### src/rtl/v_divide_seq.sv
// v_divide_seq -- sequential unsigned restoring divider.
//
// Divides a 2*WIDTH-bit dividend by a WIDTH-bit divisor, retiring one
// quotient bit per clock (2*WIDTH cycles per operation). Control is a
// start/busy/done handshake; a zero divisor completes in one cycle with
// the dbz flag set instead of running the iteration loop.
//
// Ports:
//   clk       clock, all logic on posedge
//   rst       synchronous, active-high reset
//   start     request, sampled only while idle
//   DIVIDEND  [2*WIDTH-1:0] unsigned dividend, captured on accepted start
//   DIVISOR   [WIDTH-1:0]   unsigned divisor, captured on accepted start
//   QUO       [2*WIDTH-1:0] registered quotient (all ones on divide-by-zero)
//   REM       [WIDTH-1:0]   registered remainder
//   busy      high while an operation is in progress
//   done      single-cycle completion pulse
//   dbz       divide-by-zero flag of the most recent completed operation
module v_divide_seq #(
  parameter int WIDTH = 8
) (
  input  logic                 clk,
  input  logic                 rst,
  input  logic                 start,
  input  logic [2*WIDTH-1:0]   DIVIDEND,
  input  logic [WIDTH-1:0]     DIVISOR,
  output logic [2*WIDTH-1:0]   QUO,
  output logic [WIDTH-1:0]     REM,
  output logic                 busy,
  output logic                 done,
  output logic                 dbz
);

  localparam int DW = 2 * WIDTH;
  localparam int CW = $clog2(DW);

  typedef enum logic {
    IDLE = 1'b0,
    RUN  = 1'b1
  } state_t;

  state_t            state, state_next;
  logic [CW-1:0]     cnt;
  // Dividend bits leave at the top while quotient bits enter at the bottom,
  // so after DW shifts this register holds the full quotient.
  logic [DW-1:0]     dq_sr;
  logic [WIDTH-1:0]  dvs;
  logic [WIDTH-1:0]  p;
  logic [WIDTH:0]    p_shift;
  logic [WIDTH-1:0]  p_next;
  logic              q_bit;
  logic              last;

  assign last = (state == RUN) && (cnt == CW'(DW - 1));
  assign busy = (state == RUN);

  // One restoring step. The shifted partial remainder needs WIDTH+1 bits so
  // the compare cannot overflow; the difference, when taken, is always
  // smaller than the divisor, so WIDTH bits of it are exact.
  always_comb begin
    // NOTE: every combinational output gets a default first so no path
    // leaves it unassigned, which would infer a latch.
    q_bit   = 1'b0;
    p_shift = {p, dq_sr[DW-1]};
    p_next  = p_shift[WIDTH-1:0];
    if (p_shift >= {1'b0, dvs}) begin
      q_bit  = 1'b1;
      p_next = p_shift[WIDTH-1:0] - dvs;
    end
  end

  always_comb begin
    state_next = state;
    case (state)
      IDLE:    if (start && (DIVISOR != '0)) state_next = RUN;
      RUN:     if (last)                     state_next = IDLE;
      default: state_next = IDLE;
    endcase
  end

  // NOTE: sequential state uses non-blocking assignments so every register
  // samples pre-edge values regardless of statement order.
  always_ff @(posedge clk) begin
    if (rst) state <= IDLE;
    else     state <= state_next;
  end

  always_ff @(posedge clk) begin
    if (rst) begin
      cnt   <= '0;
      dq_sr <= '0;
      dvs   <= '0;
      p     <= '0;
      QUO   <= '0;
      REM   <= '0;
      done  <= 1'b0;
      dbz   <= 1'b0;
    end else begin
      done <= 1'b0;
      case (state)
        IDLE: begin
          if (start) begin
            if (DIVISOR == '0) begin
              QUO  <= '1;
              REM  <= '0;
              dbz  <= 1'b1;
              done <= 1'b1;
            end else begin
              dq_sr <= DIVIDEND;
              dvs   <= DIVISOR;
              p     <= '0;
              cnt   <= '0;
            end
          end
        end
        RUN: begin
          dq_sr <= {dq_sr[DW-2:0], q_bit};
          p     <= p_next;
          cnt   <= cnt + CW'(1);
          if (last) begin
            QUO  <= {dq_sr[DW-2:0], q_bit};
            REM  <= p_next;
            dbz  <= 1'b0;
            done <= 1'b1;
          end
        end
        default: ;
      endcase
    end
  end

endmodule

### config.mk
export PLATFORM = sky130hd
export DESIGN_NAME = v_divide_seq
export DESIGN_NICKNAME = d
export VERILOG_FILES = /design/src/rtl/v_divide_seq.sv
export SDC_FILE = /design/constraint.sdc
export NUM_CORES = 1
export LEC_CHECK = 0
export ABC_AREA = 1
export CORE_ASPECT_RATIO = 0.75
export CORE_UTILIZATION = 35
export DETAILED_ROUTE_END_ITERATION = 12
export GPL_TIMING_DRIVEN = 0
export SYNTH_ARGS = -nofsm -noshare
export SYNTH_HDL_FRONTEND = slang
export SYNTH_SLANG_ARGS = --single-unit
### constraint.sdc
create_clock -name clk -period 1.95 [get_ports clk]
set_input_delay 0.39 -clock clk [delete_from_list [all_inputs] [get_ports clk]]
set_output_delay 0.39 -clock clk [all_outputs]
set_load 0.02 [all_outputs]
==> results.cfg <==
[cells_and_area]
drive_above_1_share_pct = 15.0
fin_util_pct = 49.7
finalNonFillerCells = 623
finalNetCount = 547
final_area_um2 = 4270
nFillCells = 881
area_growth_pct = 35.1
antenna_cells = 0

[logic_synthesis]
synth-seq-cells = 63
syn_nets = 482
avgSynthCellArea_um2 = 7.11
ys_warn_count = 0
postSynthCellCount = 445
syn_area_um2 = 3160
ys_seq_area_share_pct = 39.9
synth_cell_types = 31

[grt]
grt_usage_pct = 18.6
grt_pass1_wl_mm = 13.6
grt_max_degree = 13
antenna_found_initial = 0
grt_pass1_vias = 2719
gr-total-overflow = 0

[power_and_ir_drop]
sw_frac_of_total_pct = 31.6
pwr_density_cell_nw_per_um2 = 1010
pwr-share-seq_pct = 33.6
switching_power_mw = 1.36
power.total_mw = 4.30
internal-power_mw = 2.94
p_leak_nw = 2.05
clockPowerShare_pct = 40.3
peakVddDrop_mv = 0.433
combPwrFrac_pct = 26.1

[timing]
final-setup-viol-count = 0
finalHoldViolations = 0
fmax_mhz = 544
maxSlewViolCount = 0
relSlewSlack_pct = 65.8
finalSetupTns_ns = 0
worst_slack_ns = 0.113
finalClockSkew_ns = 0.00404
period_needed_ns = 1.84
period_share_pct = 94.2
worst_pin_slew_ns = 0.513
hold_ws_ns = 0.437

[cts]
clk_pin_slew_ns = 0.06
cts_tree = done
cts_root_buffer = clkbuf_16
clkSinkCount = 63
numCtsBuffers = 9
clk_latency_ns = 0.33
cts_max_level = 3
hold_buffers = 0
clk_path_buf_depth = 2

[drt]
wl_per_cell_um = 13.7
ant_nets = 0
drc = 2
vias = 3005
post_drt_via_cell_ratio = 4.82
wirelength_mm = 8.53
drt_iter0_markers = 224
firstDrtPassIters = 11

[setup_path]
worst_setup_path_end_kind = flip-flop
reg2reg_from = dq_sr[15]$_SDFFE_PP0P_
max_stage_delay_ns = 0.37
worst_path_dominant_cell_family = adder cells
cp-startpoint = dq_sr[15]$_SDFFE_PP0P_
crit_chain = inv_1 > ha_1 > fa_2 > inv_1 > nand3_1 > nand3_1 > xor2_2 > nand3_2 > nand3_1 > nand2_1 > inv_1
cp_slowest_cell = dfxtp_1
crit_buf_inv = 3
cp.required_ns = 2.23
path_max_fanout = 3
startpoint_type = flip-flop
arrival_ns = 2.12
crit_type = flip-flop to flip-flop

[placed_design]
dp.cells = 605
port_buffers = 52
postPlaceCellArea_um2 = 3820
routabilityCongestion = 0.867
place_ws_ns = -0.149
hpwl_mm = 6.39

[outcome]
violations = DRC
outcome = finished, violations left

[min_path]
worst_hold_path_type = input pin to flip-flop
worstHoldStart = rst

[die]
dieWidth_um = 112
rows = 29
fp.coreArea_um2 = 8600
io_pins = 54
initial_core_util_pct = 36.8
dieHeight_um = 84.3
die_area_um2 = 9420

[job]
drv_cap = 0
layer usage:
| metal | GRT usage [%] | routed length, um |
|---|---|---|
| met3 | 4.69 | 394 |
| met1 | 29.4 | 4810 |
| met5 | 0 | 0 |
| met4 | 5.04 | 67 |
| met2 | 23.9 | 3260 |
worst reg2reg max path, delay by kind of cell, from the launching register on:
family,cells,cell delay [ns]
xor+xnor,1,0.18
buf+inv,3,0.19
fa+ha+maj,2,0.61
flops,1,0.37
simple gates,5,0.44
cell usage in the layout, fill, tap and decap left out, types with 4 or more instances in the layout:
master           count
inv_1               63
o21ai_2              6
clkbuf_16            9
o31ai_1             11
nand4_1             12
inv_2                6
clkdlybuf4s50_1     52
buf_2               11
nand3_1             39
dfxtp_1             57
clkinv_1             6
o21ai_1              5
nand2_1             70
nor2_1              52
buf_4                5
dfxtp_2              6
ha_4                 4
nand3_2              4
o21ai_0             28
a21oi_1             30
buf_6                4
cell type report:
class,count,area [um^2],area share [%]
inverter,75,282,6.59
multi-input combinational,285,1590,37.2
tap,108,135,3.16
sequential,63,1270,29.7
clock buffer,9,225,5.27
timing repair buffer,54,539,12.6
buffer,22,135,3.16
clock inverter,7,97.6,2.28
repair_timing:
action                                 CTS  global route
gates resized for setup                  0            30
setup endpoints to repair                0            18
buffers inserted                         0             2
endpoints found under the hold margin    0             0
registers in the layout (all words and copies together) (netlist names):
signal,flops
dq_sr,16
p,8
dvs,8
busy,1
REM,8
dbz,1
QUO,16
done,1
cnt,4
logic make-up (layout without fill, tap and decap cells):
logic type	Yosys count	count (layout)	synth area share, %
AND/OR/NAND/NOR	189	189	27.2
buffers and inverters	97	167	13.0
adder cells (fa/ha/maj)	10	10	4.19
XOR/XNOR	3	3	0.831
flip-flops	63	63	39.9
AO/OA/AOI/OAI	83	83	14.9
power by group through the flow:
stage | registers [mW] | clock network, mW | logic (mW)
after floorplan | 1.44 | 0 | 0.677
after global placement | 1.46 | 0 | 0.914
after detailed placement | 1.46 | 0 | 0.921
after CTS | 1.43 | 1.75 | 0.930
after global routing | 1.45 | 1.81 | 1.25
final | 1.44 | 1.73 | 1.12
cell usage after synthesis:
cell | number | share of area (%)
o21ai_2 | 6 | 1.7
nor2_8 | 1 | 0.63
clkinv_1 | 6 | 0.71
a31oi_1 | 1 | 0.20
o21ai_0 | 28 | 4.4
nand3_1 | 42 | 6.6
clkbuf_1 | 3 | 0.36
nor3_1 | 1 | 0.16
xor2_1 | 2 | 0.55
o211ai_1 | 2 | 0.47
nand2_4 | 1 | 0.36
fa_1 | 1 | 0.63
nand3_4 | 1 | 0.55
a21oi_1 | 30 | 4.7
nand2_1 | 71 | 8.4
nand3b_1 | 1 | 0.24
inv_2 | 4 | 0.47
buf_2 | 12 | 1.9
nor2_2 | 5 | 0.99
ha_1 | 9 | 3.6
xnor2_1 | 1 | 0.28
nor2_1 | 52 | 6.2
dfxtp_1 | 63 | 40
o31ai_1 | 11 | 2.6
buf_4 | 4 | 0.95
buf_6 | 2 | 0.71
nand3_2 | 2 | 0.63
inv_1 | 65 | 7.7
nand4_1 | 12 | 2.4
clkbuf_2 | 1 | 0.16
o21ai_1 | 5 | 0.79
worst paths after layout:
check                           slack (ns)                  end  cells past startpoint
worst max-delay path                  0.11  REM[4]$_SDFFE_PP0P_                     11
worst max register to register        0.11  REM[4]$_SDFFE_PP0P_                     11
worst min-delay path                  0.44  QUO[5]$_SDFFE_PP0P_                      4
worst min register to register        0.47  dvs[4]$_SDFFE_PP0P_                      2
Power figures use the tool's default switching activity.
